`config.mk`:
```
export PLATFORM = sky130hd
export DESIGN_NAME = znmi_multi
export DESIGN_NICKNAME = d
export VERILOG_FILES = /design/src/rtl/znmi_multi.sv
export SDC_FILE = /design/constraint.sdc
export NUM_CORES = 1
export LEC_CHECK = 0
export CAP_MARGIN = 20
export CORE_MARGIN = 3
export CORE_UTILIZATION = 53
export CTS_CLUSTER_DIAMETER = 30
export DETAILED_ROUTE_END_ITERATION = 10
export PLACE_DENSITY = 0.82
export SYNTH_ARGS = -nofsm -noshare
export SYNTH_HDL_FRONTEND = slang
export SYNTH_SLANG_ARGS = --single-unit
```
`constraint.sdc`:
```
create_clock -name fclk -period 5.1 [get_ports fclk]
set_clock_uncertainty 0.15 [all_clocks]
set_input_delay 0.765 -clock fclk [delete_from_list [all_inputs] [get_ports fclk]]
set_output_delay 0.765 -clock fclk [all_outputs]
set_load 0.01 [all_outputs]
```
`src/rtl/znmi_multi.sv`:
```
// Multi-source NMI generator: fixed-priority arbitration of masked falling-edge requests,
// programmable NMI pulse and refresh-counted exit. Optional macro: ZNMI_IMMEDIATE_EN.
module znmi_multi #(
    parameter int NSRC      = 4,
    parameter int SRCW      = 2,
    parameter int PULSE_LEN = 16,
    parameter int CLR_DELAY = 3
) (
    input  logic            fclk,
    input  logic            rst_n,
    input  logic            zpos,
    input  logic            int_start,
    input  logic [NSRC-1:0] set_nmi,
    input  logic [NSRC-1:0] src_mask,
    input  logic            clr_nmi,
    input  logic            rfsh_n,
    output logic            in_nmi,
    output logic            gen_nmi,
    output logic [SRCW-1:0] nmi_src,
    output logic [NSRC-1:0] pending
);

    localparam logic [7:0] PULSE_INIT = 8'(PULSE_LEN);
    localparam logic [3:0] CLR_INIT   = 4'(CLR_DELAY);

    logic [NSRC-1:0] prev_q, prev_d;
    logic [NSRC-1:0] pending_q, pending_d;
    logic            in_nmi_q, in_nmi_d;
    logic [SRCW-1:0] nmi_src_q, nmi_src_d;
    logic [7:0]      pulse_cnt_q, pulse_cnt_d;
    logic [3:0]      clr_cnt_q, clr_cnt_d;
    logic            pending_clr_q, pending_clr_d;

    logic [NSRC-1:0] req;
    logic [SRCW-1:0] winner;
    logic            serve;
    logic            drop;

    // Lowest index wins: scan downwards so the last hit is the smallest set index.
    always_comb begin
        winner = '0;
        for (int i = NSRC - 1; i >= 0; i--) begin
            if (pending_q[i]) winner = SRCW'(i);
        end
    end

    assign req  = prev_q & ~set_nmi & src_mask;
    assign drop = pending_clr_q && (clr_cnt_q == 4'd0);
`ifdef ZNMI_IMMEDIATE_EN
    assign serve = zpos & ~in_nmi_q & (|pending_q);
`else
    assign serve = int_start & ~in_nmi_q & (|pending_q);
`endif

    // NOTE: every variable gets a default first so no path leaves it unassigned (no latch).
    always_comb begin
        prev_d        = set_nmi;
        pending_d     = pending_q | req;
        in_nmi_d      = in_nmi_q;
        nmi_src_d     = nmi_src_q;
        pulse_cnt_d   = pulse_cnt_q;
        clr_cnt_d     = clr_cnt_q;
        pending_clr_d = pending_clr_q;

        // Serving clears the winner after the OR, so a same-cycle request is absorbed.
        if (serve) begin
            in_nmi_d           = 1'b1;
            nmi_src_d          = winner;
            pending_d[winner]  = 1'b0;
            pulse_cnt_d        = PULSE_INIT;
        end else begin
            if (pulse_cnt_q != 8'd0) pulse_cnt_d = pulse_cnt_q - 8'd1;
            if (drop) in_nmi_d = 1'b0;
        end

        if (clr_nmi) begin
            clr_cnt_d     = CLR_INIT;
            pending_clr_d = 1'b1;
        end else if (drop) begin
            pending_clr_d = 1'b0;
        end else if (zpos && !rfsh_n && clr_cnt_q != 4'd0) begin
            clr_cnt_d = clr_cnt_q - 4'd1;
        end
    end

    // NOTE: sequential state uses non-blocking assignments only; all of it is reset.
    always_ff @(posedge fclk or negedge rst_n) begin
        if (!rst_n) begin
            prev_q        <= '0;
            pending_q     <= '0;
            in_nmi_q      <= 1'b0;
            nmi_src_q     <= '0;
            pulse_cnt_q   <= '0;
            clr_cnt_q     <= '0;
            pending_clr_q <= 1'b0;
        end else begin
            prev_q        <= prev_d;
            pending_q     <= pending_d;
            in_nmi_q      <= in_nmi_d;
            nmi_src_q     <= nmi_src_d;
            pulse_cnt_q   <= pulse_cnt_d;
            clr_cnt_q     <= clr_cnt_d;
            pending_clr_q <= pending_clr_d;
        end
    end

    assign in_nmi  = in_nmi_q;
    assign gen_nmi = (pulse_cnt_q != 8'd0);
    assign nmi_src = nmi_src_q;
    assign pending = pending_q;

endmodule

```
**After elaboration in Yosys (flattened, before gate mapping)**

Index checks and enable logic that the tools add are counted.
Widths: inputs -> output; s select.

- Register bits: 24
- Bits in latches: 0
- RAM bits: 0
- ROM bits: 0
- Input bits: 14
- Output and inout port bits: 8
- Word-level logic and storage cells: 50
- Memories: 0

- Add/sub/neg operators: 2
- $mul: 0
- Div/mod/pow operators: 0
- Magnitude comparators: 2
- Equal/unequal tests: 1
- Shifts and indexed selects: 0
- Multiplexer cells: 15
- Bitwise logic cells: 9
- Reductions and logical operators: 14

Operators with widths:

| operator | count |
|---|---|
| $mux 4 | 4 |
| $mux 8 | 2 |
| $and 4x4->4 | 3 |
| $mux 2 | 4 |
| $not 4->4 | 2 |
| $reduce_bool 2->1 | 4 |
| $reduce_bool 8->1 | 1 |
| $sub 8x1->8 const B | 1 |
| $logic_and 1x1->1 | 4 |
| $logic_not 4->1 | 1 |
| $mux 1 | 4 |
| $or 4x4->4 | 1 |
| $reduce_bool 4->1 | 1 |
| $reduce_or 4->1 | 1 |
| $sub 4x1->4 const B | 1 |
| $lt 2x3->1 const B | 1 |
| $and 1x1->1 | 2 |
| $demux 1 s2 | 1 |
| $ge 2x1->1 const B | 1 |
| $ne 2x2->1 const B | 1 |
| $reduce_and 2->1 | 1 |
| $logic_not 1->1 | 1 |
| $not 1->1 | 1 |

**Longest topological paths before layout**

- Depth in word-level cells: 11
- Mapped depth: 5
- Mapped depth without buffers: 5

**Worst setup path before layout**

No wires, ideal clock.

- Kind: register to output
- From: reg pulse_cnt_q[0]
- To: out gen_nmi
- Arrival: 1.198 ns
- Data required time: 4.185 ns
- Slack: 2.987 ns
- Stages on the path, launching flop included: 5
- Buffers on the path: 0
- Cell sequence: dfrtp_1 > inv_1 > ha_1 > nor3b_1 > nand2_1

- Longest elaborated chain between the ends: 1

Ends and longest elaborated chain:

| item | line | RTL |
|---|---|---|
| start: declaration | 30 | `logic [7:0] pulse_cnt_q, pulse_cnt_d;` |
| start signal: assignment | 101 | `pulse_cnt_q <= pulse_cnt_d;` |
| $reduce_bool 8->1 | 108 | `assign gen_nmi = (pulse_cnt_q != 8'd0);` |
| end: declaration | 18 | `output logic gen_nmi,` |

No other way between the ends.

**Final worst setup path**

Same ends and word-level chain as after synthesis.

==> impl_metrics.csv <==
group,metric,value,unit
drt,drtAntennaViolNets,0,
die,ios,22,
worst_hold_path,hold_path.class,"flip-flop to flip-flop",
power,power.switching,271,µW
placement,dp_cells,154,
drt,wl_met2,1340,µm
drt,wl_per_cell,15.9,µm
final_layout,diodes,0,
timing,tightest_slew,0.728,ns
setup_path,cp-start-kind,"flip-flop",
cts,numCtsBuffers,3,
power,comb_power_share,37.7,%
drt,drtIter0Drc,19,
logic_synthesis,ys_seq_elements,24,
setup_path,path_class,"flip-flop to output pin",
global_routing,grt_pass1_vias,920,
cts,post_cts_buffers,0,
final_layout,nFillCells,136,
logic_synthesis,syn_avg_cell_area,10.3,µm²
cts,cts_tree,"done",
power,seqPwrFrac,43.6,%
logic_synthesis,synthCells,109,
setup_path,cp_slowest_stage_delay,0.55,ns
setup_path,cp_slowest_cell,"nor3b_1",
logic_synthesis,synth-adder-area-share,3.36,%
logic_synthesis,synth_cell_type_count,33,
setup_path,cp.required,4.18,ns
timing,fmax,0.314,GHz
power,switching_share,36.5,%
timing,post-route-period-util,62.5,%
die,fp.dieH,51.9,µm
global_routing,antenna_found_initial,0,
cts,clk_latency,0.32,ns
final_layout,multi_input_area,467,µm²
timing,finalMaxSlewViolations,0,
timing,setup_viol,0,
global_routing,grt_first_pass_wirelength,4130,µm
die,coreArea,1860,µm²
setup_path,cp_data_arrival_time,2.27,ns
timing,finalHoldViolCount,0,
cts,cts_resized,0,
cts,cts_hold_buf,0,
global_routing,grt.overflow.total,0,
logic_synthesis,netlist_area,1120,µm²
die,floorplan.initialDensity,60.1,%
drt,drc,0,
placement,gp_congestion,0.843,
logic_synthesis,synthTopCellsByArea,"dfrtp_1, a21oi_1, o21ai_0",
cts,clockBufferDepth,2,
power,leakagePower,0.000607,µW
drt,drt_pass1_iterations,4,
timing,holdWs,0.363,ns
cts,clkSlewWorstSetupHoldPaths,0.14,ns
logic_synthesis,netlist.area_leader.share,53.8,%
timing,slew_headroom,51.4,%
logic_synthesis,synth_xor_area_share,0,%
placement,hpwlAfterDp,1820,µm
final_layout,drive_gt1_share,8.21,%
power,pwr-share-clk,18.6,%
logic_synthesis,yosysWarnings,0,
drt,m1WireLength,1050,µm
setup_path,cp_max_fo,6,
drt,vias,941,
cts,clock-sinks,24,
drt,top_layer_used,"met4",
global_routing,grt_max_degree,25,
cts,root_buffer,"clkbuf_4",
final_layout,layout.nets,152,
die,rows,15,
setup_path,crit_buf_inv,2,
global_routing,grt_usage,20.6,%
drt,viasPerCell,5.92,
timing,final.min_clock_period,3.19,ns
logic_synthesis,synth_compound_area_share,18.5,%
setup_path,path_delay_family,"simple AND/OR/NAND/NOR gates",
logic_synthesis,ys_seq_area_share,53.8,%
power,power_density,518,nW/µm²
final_layout,seq_area,601,µm²
placement,numPortBuffers,21,
run_status,status,"finished, final reports clean",
cts,h-tree-depth,1,
setup_path,path_cells,"inv_1 -> ha_1 -> nor3b_1 -> nand2_1 -> clkdlybuf4s50_1",
logic_synthesis,synthMuxAreaShare,1.01,%
logic_synthesis,synth_largest_area_cell,"dfrtp_1",
final_layout,area_growth,28.1,%
logic_synthesis,synth_nets,126,
die,die_w,51.9,µm
setup_path,cp-end-kind,"output pin",
drt,routed_wl,2520,µm
logic_synthesis,ys_async_sr_fraction,100,%
power,irDropWorstVdd,0.000317,V
run,drv_cap,0,
logic_synthesis,synth_top_flop_cell,"dfrtp_1",
final_layout,fin_cells,159,
logic_synthesis,synth_top_family_by_area,"simple AND/OR/NAND/NOR gates",
power,p_int,471,µW
timing,timing.setup.tns,0,ns
timing,rsz0062_at_grt,"false",
drt,wl_met3,89,µm
logic_synthesis,synthSimpleGateAreaFrac,18.9,%
die,die-area,2700,µm²
logic_synthesis,synth_edf_count,0,
[registers in the layout, summed over array words and instances (netlist names)]
| register | flops |
|---|---|
| pending | 4 |
| nmi_src | 2 |
| clr_cnt_q | 4 |
| pulse_cnt_q | 8 |
| pending_clr_q | 1 |
| prev_q | 4 |
| in_nmi | 1 |
[layout make-up]
cell class                      instances  share of cell area, %
Tap cell                               25                   2.19
Sequential cell                        24                   42.0
Multi-Input combinational cell         72                   32.6
Inverter                               12                   3.15
Clock buffer                            3                   1.57
Timing Repair Buffer                   22                   16.4
Clock inverter                          1                   2.10
[worst reg2reg max path, delay by kind of cell, from the launching register on]
family	cells	cell delay, ns
compound gates	1	0.15
fa+ha+maj	1	0.23
buf+inv	1	0.09
flops	1	0.41
simple gates	2	0.84
[worst paths after layout]
check | endpoint | start | depth (start not counted) | slack, ns
worst max register to register | pulse_cnt_q[5] | pulse_cnt_q[0] | 5 | 3.14
worst max-delay path | gen_nmi | pulse_cnt_q[0] | 5 | 1.91
min in group asynchronous | nmi_src[0] | rst_n | 1 | 0.49
worst min register to register | pending[0] | prev_q[0] | 1 | 0.36
max in group asynchronous | in_nmi | rst_n | 2 | 3.90
worst min-delay path | pending[0] | prev_q[0] | 1 | 0.36
[power by group through the flow]
stage                     clock (µW)  sequential, µW  combinational, µW
after floorplan                    0             312                166
after global placement             0             317                261
after detailed placement           0             326                272
after CTS                        140             322                277
after global routing             148             333                308
final                            138             324                280
[cells by family (layout without fill, tap and decap cells)]
family	count (synthesis)	count (layout)
adder cells (fa/ha/maj)	3	3
multiplexers	1	1
flip-flops	24	24
buffers and inverters	13	38
AO/OA/AOI/OAI	33	33
AND/OR/NAND/NOR	35	35
[cells in the mapped netlist, types with 3 or more instances]
library cell	n
a31oi_1	3
or4_1	3
a21oi_1	11
nand2_1	3
nand2b_1	4
ha_1	3
nor4_1	4
nand3_1	3
inv_1	12
o21ai_0	9
dfrtp_1	24
nor2_1	6
[stage by stage]
step	power, µW	worst slack, ns	utilization [%]	cell area, µm²
after floorplan	478	2.99	-	1120
after global placement	578	2.43	72.9	1350
after detailed placement	598	2.34	72.9	1350
after CTS	738	1.95	75.7	1410
after global routing	789	1.76	77.0	1430
final	742	1.91	77.0	1430
[layout by cell type (no fill, tap or decap), drive strengths merged, types with 2 or more instances in the layout]
cell type,n
nor4,4
nor2,6
dfrtp,24
o21ai,9
inv,12
clkbuf,4
a21oi,11
ha,3
nor3,2
a31oi,3
nor3b,2
nand2,3
or3,2
nand3,3
or4,4
nand2b,4
clkdlybuf4s50,21
[per-layer routing]
| metal | up-vias | global-route usage [%] |
|---|---|---|
| li1 | 454 | - |
| met1 | 463 | 24.9 |
| met2 | 20 | 35.8 |
| met3 | 4 | 4.01 |
| met4 | 0 | 7.86 |
| met5 | - | 0 |
(Power assumes the default switching activity.)
